===== src/rtl/mppt_pkg.sv =====
// Shared types and helpers for the perturb-and-observe MPPT controller.
// Holds the FSM state encoding, the direction constants and a clamp helper.
package mppt_pkg;

    typedef enum logic [2:0] {
        IDLE,
        SETTLE,
        WAIT_SAMPLE,
        COMPUTE,
        DECIDE,
        APPLY
    } mppt_state_t;

    localparam logic DIR_UP = 1'b1;
    localparam logic DIR_DN = 1'b0;

    function automatic int clamp_int(input int val, input int lo, input int hi);
        if (val < lo) begin
            return lo;
        end
        if (val > hi) begin
            return hi;
        end
        return val;
    endfunction

endpackage


===== src/rtl/mppt_settle_timer.sv =====
// Loadable down-counter that times the settling interval after a duty change.
// done is high once the loaded interval of CYCLES cycles has elapsed.
module mppt_settle_timer #(
    parameter int CYCLES = 2000
) (
    input  logic clk,
    input  logic reset_n,
    input  logic load,
    output logic done
);

    localparam int CNT_W = (CYCLES < 1) ? 1 : $clog2(CYCLES + 1);

    logic [CNT_W-1:0] count;

    // Loading CYCLES-1 makes done rise in the CYCLES-th cycle after the load edge.
    always_ff @(posedge clk or negedge reset_n) begin
        if (!reset_n) begin
            count <= '0;
        end else if (load) begin
            count <= CNT_W'(CYCLES - 1);
        end else if (count != '0) begin
            count <= count - 1'b1;
        end
    end

    assign done = (count == '0);

endmodule


===== src/rtl/mppt_po_controller.sv =====
// Perturb-and-observe MPPT controller driving the PWM duty word.
// Define MPPT_ADAPT_STEP_EN to enable the adaptive perturbation step size.
module mppt_po_controller
    import mppt_pkg::*;
#(
    parameter int DATA_W     = 12,
    parameter int DUTY_W     = 6,
    parameter int PERIOD     = 40,
    parameter int DUTY_MIN   = 4,
    parameter int DUTY_MAX   = 36,
    parameter int DUTY_INIT  = 20,
    parameter int STEP       = 1,
    parameter int SETTLE_CYC = 2000
) (
    input  logic                  clk,
    input  logic                  reset_n,
    input  logic                  enable,
    input  logic [DATA_W-1:0]     v_in,
    input  logic [DATA_W-1:0]     i_in,
    input  logic                  sample_valid,
    output logic                  sample_ready,
    input  logic                  period_start,
    output logic [DUTY_W-1:0]     duty,
    output logic                  duty_update,
    output logic [2*DATA_W-1:0]   pwr_out,
    output logic                  dir_out,
    output logic                  busy
);

    localparam int STEP_W = $clog2(STEP * 8 + 1);
    localparam logic [DUTY_W-1:0] DUTY_RST = DUTY_W'(clamp_int(DUTY_INIT, DUTY_MIN, DUTY_MAX));

    mppt_state_t state, state_nxt;

    logic                timer_load;
    logic                timer_done;
    logic [DATA_W-1:0]   v_lat;
    logic [DATA_W-1:0]   i_lat;
    logic [2*DATA_W-1:0] product;
    logic [2*DATA_W-1:0] p_prev;
    logic                p_valid;
    logic [DUTY_W-1:0]   duty_pend;
    logic [STEP_W-1:0]   step_cur;
    logic                dir_eval;
    logic                dir_dec;
    logic [DUTY_W-1:0]   duty_dec;
    int                  duty_raw;

    mppt_settle_timer #(
        .CYCLES(SETTLE_CYC)
    ) u_settle (
        .clk    (clk),
        .reset_n(reset_n),
        .load   (timer_load),
        .done   (timer_done)
    );

    assign product = {{DATA_W{1'b0}}, v_lat} * {{DATA_W{1'b0}}, i_lat};

    always_comb begin
        state_nxt  = state;
        timer_load = 1'b0;
        if (!enable) begin
            state_nxt = IDLE;
        end else begin
            case (state)
                IDLE: begin
                    state_nxt  = SETTLE;
                    timer_load = 1'b1;
                end
                SETTLE:      if (timer_done) state_nxt = WAIT_SAMPLE;
                WAIT_SAMPLE: if (sample_valid) state_nxt = COMPUTE;
                COMPUTE:     state_nxt = DECIDE;
                DECIDE:      state_nxt = APPLY;
                APPLY: begin
                    if (period_start) begin
                        state_nxt  = SETTLE;
                        timer_load = 1'b1;
                    end
                end
                default:     state_nxt = IDLE;
            endcase
        end
    end

    // Direction and saturated duty for the DECIDE cycle; hitting a bound reverses the next move.
    always_comb begin
        dir_eval = dir_out;
        if (p_valid && (pwr_out < p_prev)) begin
            dir_eval = (dir_out == DIR_UP) ? DIR_DN : DIR_UP;
        end
        duty_raw = (dir_eval == DIR_UP) ? (int'(duty) + int'(step_cur))
                                        : (int'(duty) - int'(step_cur));
        dir_dec  = dir_eval;
        duty_dec = DUTY_W'(clamp_int(duty_raw, DUTY_MIN, DUTY_MAX));
        if ((duty_raw > DUTY_MAX) || (duty_raw < DUTY_MIN)) begin
            dir_dec = (dir_eval == DIR_UP) ? DIR_DN : DIR_UP;
        end
    end

`ifdef MPPT_ADAPT_STEP_EN
    localparam logic [STEP_W-1:0] STEP_LO    = STEP_W'(STEP);
    localparam logic [STEP_W-1:0] STEP_HI    = STEP_W'(STEP * 8);
    localparam logic [STEP_W-1:0] STEP_START = STEP_W'(STEP * 4);

    logic [STEP_W-1:0] step_q;
    logic [1:0]        same_cnt;

    assign step_cur = step_q;

    // Shrink on any reversal, grow after four decisions in a row keep the same direction.
    always_ff @(posedge clk or negedge reset_n) begin
        if (!reset_n) begin
            step_q   <= STEP_START;
            same_cnt <= '0;
        end else if (!enable) begin
            step_q   <= STEP_START;
            same_cnt <= '0;
        end else if (state == DECIDE) begin
            if (dir_dec != dir_out) begin
                step_q   <= ((step_q >> 1) < STEP_LO) ? STEP_LO : (step_q >> 1);
                same_cnt <= '0;
            end else if (same_cnt == 2'd3) begin
                step_q   <= (step_q > (STEP_HI >> 1)) ? STEP_HI : (step_q << 1);
                same_cnt <= '0;
            end else begin
                same_cnt <= same_cnt + 2'd1;
            end
        end
    end
`else
    assign step_cur = STEP_W'(STEP);
`endif

    always_ff @(posedge clk or negedge reset_n) begin
        if (!reset_n) begin
            state        <= IDLE;
            duty         <= DUTY_RST;
            duty_pend    <= DUTY_RST;
            duty_update  <= 1'b0;
            sample_ready <= 1'b0;
            pwr_out      <= '0;
            dir_out      <= DIR_UP;
            busy         <= 1'b0;
            p_prev       <= '0;
            p_valid      <= 1'b0;
            v_lat        <= '0;
            i_lat        <= '0;
        end else begin
            state        <= state_nxt;
            sample_ready <= (state_nxt == WAIT_SAMPLE);
            busy         <= (state_nxt != IDLE);
            duty_update  <= 1'b0;
            if (!enable) begin
                p_valid <= 1'b0;
            end else begin
                case (state)
                    WAIT_SAMPLE: begin
                        if (sample_valid) begin
                            v_lat <= v_in;
                            i_lat <= i_in;
                        end
                    end
                    COMPUTE: pwr_out <= product;
                    DECIDE: begin
                        dir_out   <= dir_dec;
                        duty_pend <= duty_dec;
                        p_prev    <= pwr_out;
                        p_valid   <= 1'b1;
                    end
                    APPLY: begin
                        if (period_start) begin
                            duty        <= duty_pend;
                            duty_update <= 1'b1;
                        end
                    end
                    default: ;
                endcase
            end
        end
    end

endmodule

===== config.mk =====
export PLATFORM = sky130hd
export DESIGN_NAME = mppt_po_controller
export DESIGN_NICKNAME = d
export VERILOG_FILES = /design/src/rtl/mppt_pkg.sv /design/src/rtl/mppt_settle_timer.sv /design/src/rtl/mppt_po_controller.sv
export SDC_FILE = /design/constraint.sdc
export NUM_CORES = 1
export LEC_CHECK = 0
export CAP_MARGIN = 20
export CORE_UTILIZATION = 40
export CTS_CLUSTER_DIAMETER = 50
export DETAILED_ROUTE_END_ITERATION = 7
export GPL_TIMING_DRIVEN = 0
export PLACE_DENSITY = 0.56
export RECOVER_POWER = 25
export SYNTH_ARGS = -nofsm -noshare
export SYNTH_HDL_FRONTEND = slang
export SYNTH_HIERARCHICAL = 1
export SYNTH_SLANG_ARGS = --single-unit

===== constraint.sdc =====
create_clock -name clk -period 7.4 [get_ports clk]
set_input_delay 1.48 -clock clk [delete_from_list [all_inputs] [get_ports clk]]
set_output_delay 1.48 -clock clk [all_outputs]
set_load 0.05 [all_outputs]

==> results of run 1 <==
==> per-layer routing <==
metal,part of all wire [%],vias to the layer above
met3,3.5,17
met1,49,3720
li1,-,3690
met2,46,159
met4,1.3,0
met5,0,-
==> flip-flops by register name, indices dropped and copies added (netlist names), 3 cells and up <==
| name | cells |
|---|---|
| u_settle/count | 11 |
| i_lat | 12 |
| p_prev | 24 |
| pwr_out | 24 |
| v_lat | 12 |
| duty_pend | 6 |
| duty | 6 |
| state | 3 |
==> power by group through the flow <==
stage | Sequential, W | Combinational, W | Clock (W)
after floorplan | 0.000612 | 0.0000526 | 0
after global placement | 0.000611 | 0.0000972 | 0
after detailed placement | 0.000611 | 0.000101 | 0
after CTS | 0.000601 | 0.000101 | 0.000566
after global routing | 0.000604 | 0.000113 | 0.000584
final | 0.000601 | 0.0000990 | 0.000546
==> path summary, 6_finish.rpt <==
path / startpoint / end / cells after the start
min reg2reg: duty_pend[4] / duty_pend[4] / 2
min: duty_pend[4] / duty_pend[4] / 2
max reg2reg: i_lat[5] / pwr_out[23] / 18
min in group asynchronous: reset_n / v_lat[1] / 1
max: i_lat[5] / pwr_out[23] / 18
max in group asynchronous: reset_n / duty_pend[0] / 1
==> kinds of logic after synthesis <==
logic type                 count (synthesis)
adders and majority gates                188
DFF                                      103
and+or+nand+nor                          367
buffers and inverters                    222
muxes                                     33
AOI/OAI and AO/OA                        159
xor gates and xnor gates                  17
==> worst reg2reg max path, delay by kind of cell (launching register included) <==
family / cells / cell delay (ns)
flops: 1 / 0.47
fa+ha+maj: 6 / 2.96
compound gates: 5 / 1.40
buf+inv: 4 / 0.64
simple gates: 3 / 0.42
==> layout by cell type (no fill, tap or decap), types with 4 or more instances in the layout <==
master / n
a211oi_1: 4
a21boi_0: 4
a21o_1: 6
a21oi_1: 27
and2_1: 60
and3_1: 7
clkbuf_1: 49
clkbuf_16: 9
clkdlybuf4s50_1: 61
dfrtp_1: 98
dfstp_2: 5
fa_1: 100
ha_1: 88
inv_1: 170
mux2_2: 26
mux2i_1: 6
nand2_1: 183
nand2b_1: 6
nand3_1: 17
nand3b_1: 6
nand4_1: 5
nor2_1: 30
nor2b_1: 9
nor3_1: 12
o211ai_1: 7
o21ai_0: 61
o21ai_1: 4
o31ai_1: 9
or3_1: 9
xnor2_1: 10
xor2_1: 6
==> through the flow <==
stage,instances,cell area (µm²),util (%)
finish,1492,11300,46.5
global route,1492,11300,46.5
CTS,1492,11300,46.5
detailed placement,1476,11000,45.1
global placement,1475,10900,45.0
floorplan,1089,9920,-
==> layout make-up <==
cell class | instances | area (µm²) | share of cell area (%)
Tap cell | 324 | 405 | 3.59
Inverter | 170 | 638 | 5.65
Buffer | 52 | 206 | 1.83
Clock buffer | 9 | 225 | 1.99
Multi-Input combinational cell | 764 | 6490 | 57.5
Clock inverter | 7 | 104 | 0.919
Sequential cell | 103 | 2580 | 22.9
Timing Repair Buffer | 63 | 642 | 5.68
==> metrics.txt, run 1 <==
Residual DRC=0; async set-or-reset flop fraction in the synthesized netlist=100%; ranking of synthesized cells by area=dfrtp_1, fa_1, ha_1; met2 Track Usage GR=31.7%; setup TNS=0 ns; power density normalized to cell area=110 mW/mm²; vias=7,586; top fanout value on the critical path=10; worst path bufs/invs=4; first-pass GRT wire length=39,100 µm; Int Power=0.000929 W; worst reg2reg setup slack=1.39 ns; area grow syn2layout=13.9%; PnR Total Power=0.00125 W; layout filler cell count=2,430; most frequent cell after synthesis=nand2_1; Syn Inst Count=1,089; TritonCTS Sinks=103; minimum setup slack in the final design=1.39 ns; Resize count post-CTS=0; global route overflow=0; net count reported at finish=1,380; Post-CTS Setup Repair Bufs=0; unrepaired setup endpoints after global routing=no; ranking of synthesized cells by instance count=nand2_1, inv_1, fa_1; post-synthesis compound-gate area fraction=10.7%; share of cell area taken by muxes after synthesis=3.71%; library cell contributing the largest single delay on the critical path=fa_1; largest family of logic cells by synthesized area=adder cells; routed via count divided by cell count=5.08; Global Route met1 Usage=26.5%; proportion of layout cells with a drive suffix above 1=5.99%; combinational group share of total power=7.9%; die span in x=159 µm; relative contribution of sequential cells to total power=48.2%; total length of routed wires=22,900 µm; share of synthesized area occupied by flip-flops and latches=26.0%; area leader, netlist=dfrtp_1; vertical die dimension=159 µm; root buf cell=clkbuf_16; headroom to the max-slew limit=-64.0%; post-route clock period utilization=81.3%; Die Outline Area=0.0254 mm²; Worst Setup Slack post-DPL=1.41 ns; global placement routability congestion=0.871; maximum count of clock buffers along a single path=2; initial cell density of the core=40.8%; final critical-path required period=6.01 ns; antenna diode count=0; post-synthesis adder-cell area fraction=31.3%; cells traversed along the worst timing path=clkbuf_1, nand2_1, fa_1, fa_1, fa_1, inv_1, fa_1, inv_1, fa_1, inv_1, ha_1, a21oi_1, o21ai_0, a31o_2, a211o_1, a211oi_1, nor3_1, nand3b_1; number of violations reported at the end of detailed-routing iteration 0=366; startpoint type of the worst setup path=flip-flop; fmax=166 MHz; per-cell routed wire length=15.3 µm; Switching Power=0.000317 W; via count of the first global-routing pass=7,600; met3 Use GR=2.76%; max-capacitance violation count=1; post-synthesis share of cell area spent on xor and xnor gates=1.58%; number of flops mapped to enable cells by yosys=0; switching part of the total power=25.4%; largest net degree at the start of global routing=62; total standard cell area after synthesis=0.00992 mm²; transition time at the pin with the least slew margin=2.46 ns; I/O Pins=63; Yosys warning count=6; cell family with the largest share of critical-path delay=adder cells; flip-flop cell with the highest count after synthesis=dfrtp_1; CP dominant cell by count=fa_1; most crowded layer after global routing=met2; run status=finished, violations left; number of distinct library cell variants in the gate-level netlist after synthesis=73; simple logic cell fraction of the synthesized area=18.2%; worst skew pair latency=0.37 ns; final number of hold-violating endpoints=0; hpwl dp=18,300 µm; Post-Route Skew=0.0117 ns; worst hold-check slack=0.471 ns; Crit Path Class=flip-flop to flip-flop; violations in the final reports=capacitance limit, slew limit; number of register bits inferred by synthesis=103; top-area cell type share of the netlist area=24.7%; IR Drop Worst-Case VDD=0.0901 mV; antenna violations before repair=0; Core Area=0.0243 mm²; number of input and output port buffers inserted=62; CTS tree=built; Mean Syn Cell Area=9.11 µm²; GRT Overall Usage=19.2%; clock slew seen by the registers of the worst setup and hold paths=0.08 ns; maximum level of the CTS H-tree=3; critical path's largest stage delay=0.61 ns; Max Slew Vio Count=43; site row count=57; arrival time at the worst endpoint=6.25 ns; clock buffers created by TritonCTS=9; CP Data Required Time=7.64 ns; number of setup violations in the final report=0; number of hold buffers added after CTS=0; final antenna-violating net count=0; CP endpoint kind=flip-flop; DR pass1 iterations=6; portion of total power attributed to the clock network=43.8%; Hold Path Class=flip-flop to flip-flop; leakage power total=5.62 nW; number of nets produced by synthesis=1,306
(Power assumes the default switching activity.)
==> run 2, diff against run 1 <==
--- a/config.mk
+++ b/config.mk
@@ -10,7 +10,7 @@
 export CTS_CLUSTER_DIAMETER = 50
 export DETAILED_ROUTE_END_ITERATION = 7
 export GPL_TIMING_DRIVEN = 0
-export PLACE_DENSITY = 0.56
+export PLACE_DENSITY = 0.58
 export RECOVER_POWER = 25
 export SYNTH_ARGS = -nofsm -noshare
 export SYNTH_HDL_FRONTEND = slang
==> constraint.sdc (replaced) <==
create_clock -name clk -period 5.4 [get_ports clk]
set_input_delay 1.08 -clock clk [delete_from_list [all_inputs] [get_ports clk]]
set_output_delay 1.08 -clock clk [all_outputs]
set_load 0.05 [all_outputs]
==> run 2 against run 1 <==
  * The run still ends with capacitance limit, slew limit left
  * Sequential power is 37% higher
  * Clock-buffer cell count stayed put
  * Register-to-register slack lost 1.2 ns
  * Die area did not move
  * Sequential cell count unchanged
  * Non-clock buffer count increased by 7
  * Total power is 33% higher
  * Fmax up 15%
  * Critical path depth shrank 1
  * Setup slack got worse by 1.2 ns
  * Clock power rose by 30%
  * Critical endpoint is now pwr_out[19]
  * Largest power group unchanged
==> metrics.txt, run 2 (synthesis gave the netlist of run 1 again) <==
Layout Cells excl Fill=1,499; transition time at the pin with the least slew margin=2.48 ns; number of placed cells counting well taps=1,476; total length of routed wires=22,400 µm; Crit Path Class=flip-flop to flip-flop; final number of hold-violating endpoints=0; max-capacitance violation count=1; CP endpoint kind=flip-flop; I/O Pins=63; CP Data Required Time=5.63 ns; number of input and output port buffers inserted=62; commonest cells after routing, fill and taps aside=nand2_1, inv_1, fa_1; worst hold stages=2; most common cell after layout, fill and taps aside=nand2_1; IR Drop Worst-Case VDD=0.133 mV; fmax=192 MHz; hpwl dp=17,700 µm; worst skew pair latency=0.36 ns; number of violations reported at the end of detailed-routing iteration 0=368; vertical die dimension=159 µm; layout filler cell count=2,338; Core Area=0.0243 mm²; leakage power total=5.72 nW; maximum count of clock buffers along a single path=2; per-cell routed wire length=14.9 µm; number of setup violations in the final report=0; arrival time at the worst endpoint=5.44 ns; clock slew seen by the registers of the worst setup and hold paths=0.08 ns; Post-Route Skew=0.0156 ns; PnR Total Power=0.00166 W; global route overflow=0; antenna violations before repair=0; proportion of layout cells with a drive suffix above 1=10.8%; routed via count divided by cell count=5.06; die span in x=159 µm; global placement routability congestion=0.861; Max Slew Vio Count=45; site row count=57; sequential cell area=0.00259 mm²; cells traversed along the worst timing path=clkbuf_8, buf_4, and2_1, fa_1, fa_1, fa_1, fa_1, inv_1, fa_1, inv_1, ha_4, a21o_1, a31o_2, a211o_4, a21o_1, a211oi_2, o21ai_0; cell family with the largest share of critical-path delay=adder cells; number of hold buffers added after CTS=0; top fanout value on the critical path=5; final antenna-violating net count=0; net count reported at finish=1,387; first-pass GRT wire length=38,600 µm; CTS tree=built; Hold Path Class=flip-flop to flip-flop; Residual DRC=0; post-route clock period utilization=96.6%; critical path's largest stage delay=0.54 ns; Register-to-Register Path Depth=17; root buf cell=clkbuf_16; final critical-path required period=5.22 ns; DR pass1 iterations=5; antenna diode count=0; worst hold-check slack=0.467 ns; largest net degree at the start of global routing=61; Worst Setup Slack post-DPL=-0.608 ns; TritonCTS Sinks=103; library cell contributing the largest single delay on the critical path=fa_1; area grow syn2layout=17.1%; clock buffers created by TritonCTS=9; leading registers by flop count=p_prev (24), pwr_out (24); maximum level of the CTS H-tree=3; footprint of the multi-input gates=0.00664 mm²; run status=finished, violations left; headroom to the max-slew limit=-65.2%; GRT Overall Usage=18.8%; Die Outline Area=0.0254 mm²; power density normalized to cell area=143 mW/mm²; initial cell density of the core=40.8%; via count of the first global-routing pass=7,608; Layout Cell Area excl Fill=0.0116 mm²; path length in cells of the critical path=17; minimum setup slack in the final design=0.185 ns; CP dominant cell by count=fa_1; startpoint type of the worst setup path=flip-flop; cell area after placement=0.0110 mm²; violations in the final reports=capacitance limit, slew limit; worst path bufs/invs=4; vias=7,582
## run 2: final cells by class
| type | count | share of cell area [%] |
|---|---|---|
| inverters | 170 | 5.49 |
| multi-input cells | 764 | 57.1 |
| plain buffers | 45 | 2.68 |
| clock buffers | 9 | 1.94 |
| well taps | 324 | 3.49 |
| repair buffers | 77 | 6.23 |
| flip-flops and latches | 103 | 22.3 |
| clock inverters | 7 | 0.743 |
## run 2: path summary, 6_finish.rpt
path	from	endpoint	slack, ns
worst max-delay path	v_lat[5]	pwr_out[19]	0.18
worst max register to register	v_lat[5]	pwr_out[19]	0.18
max in group asynchronous	reset_n	p_prev[18]	1.43
worst min register to register	duty_pend[4]	duty_pend[4]	0.47
min in group asynchronous	reset_n	i_lat[5]	1.49
worst min-delay path	duty_pend[4]	duty_pend[4]	0.47
## run 2: tightest hold or removal path, delay by kind of cell, from the launching register on
family             cells  cell delay (ns)
AOI/OAI and AO/OA      1             0.05
DFF                    1             0.37
and+or+nand+nor        1             0.04
## run 2: timing repair
action | 4_1_cts | 5_1_grt
pin swaps | 4 | 19
endpoints found under the setup margin | 11 | 7
resized for setup | 52 | 30
gates cloned | 0 | 0
setup buffers | 11 | 3
## run 2: metal layers
metal / vias to the layer above / global-route usage [%] / routed length [µm]
met5: - / 0 / 0
met4: 0 / 4.33 / 319
met3: 14 / 2.55 / 678
met2: 114 / 30.3 / 10400
met1: 3750 / 26.7 / 11000
li1: 3704 / - / -
## run 2: stage by stage
stage	setup TNS, ns	utilization (%)
after floorplan	0	-
after global placement	-104.94	45.0
after detailed placement	-4.39	45.1
after CTS	0	47.3
after global routing	-0.0141	47.8
final	0	47.8
## run 2: power by group
group	switching, W	total [W]	internal [W]
clock	0.000337	0.000708	0.000371
sequential	0.0000236	0.000823	0.000799
combinational	0.0000735	0.000132	0.0000588
total	0.000434	0.00166	0.00123
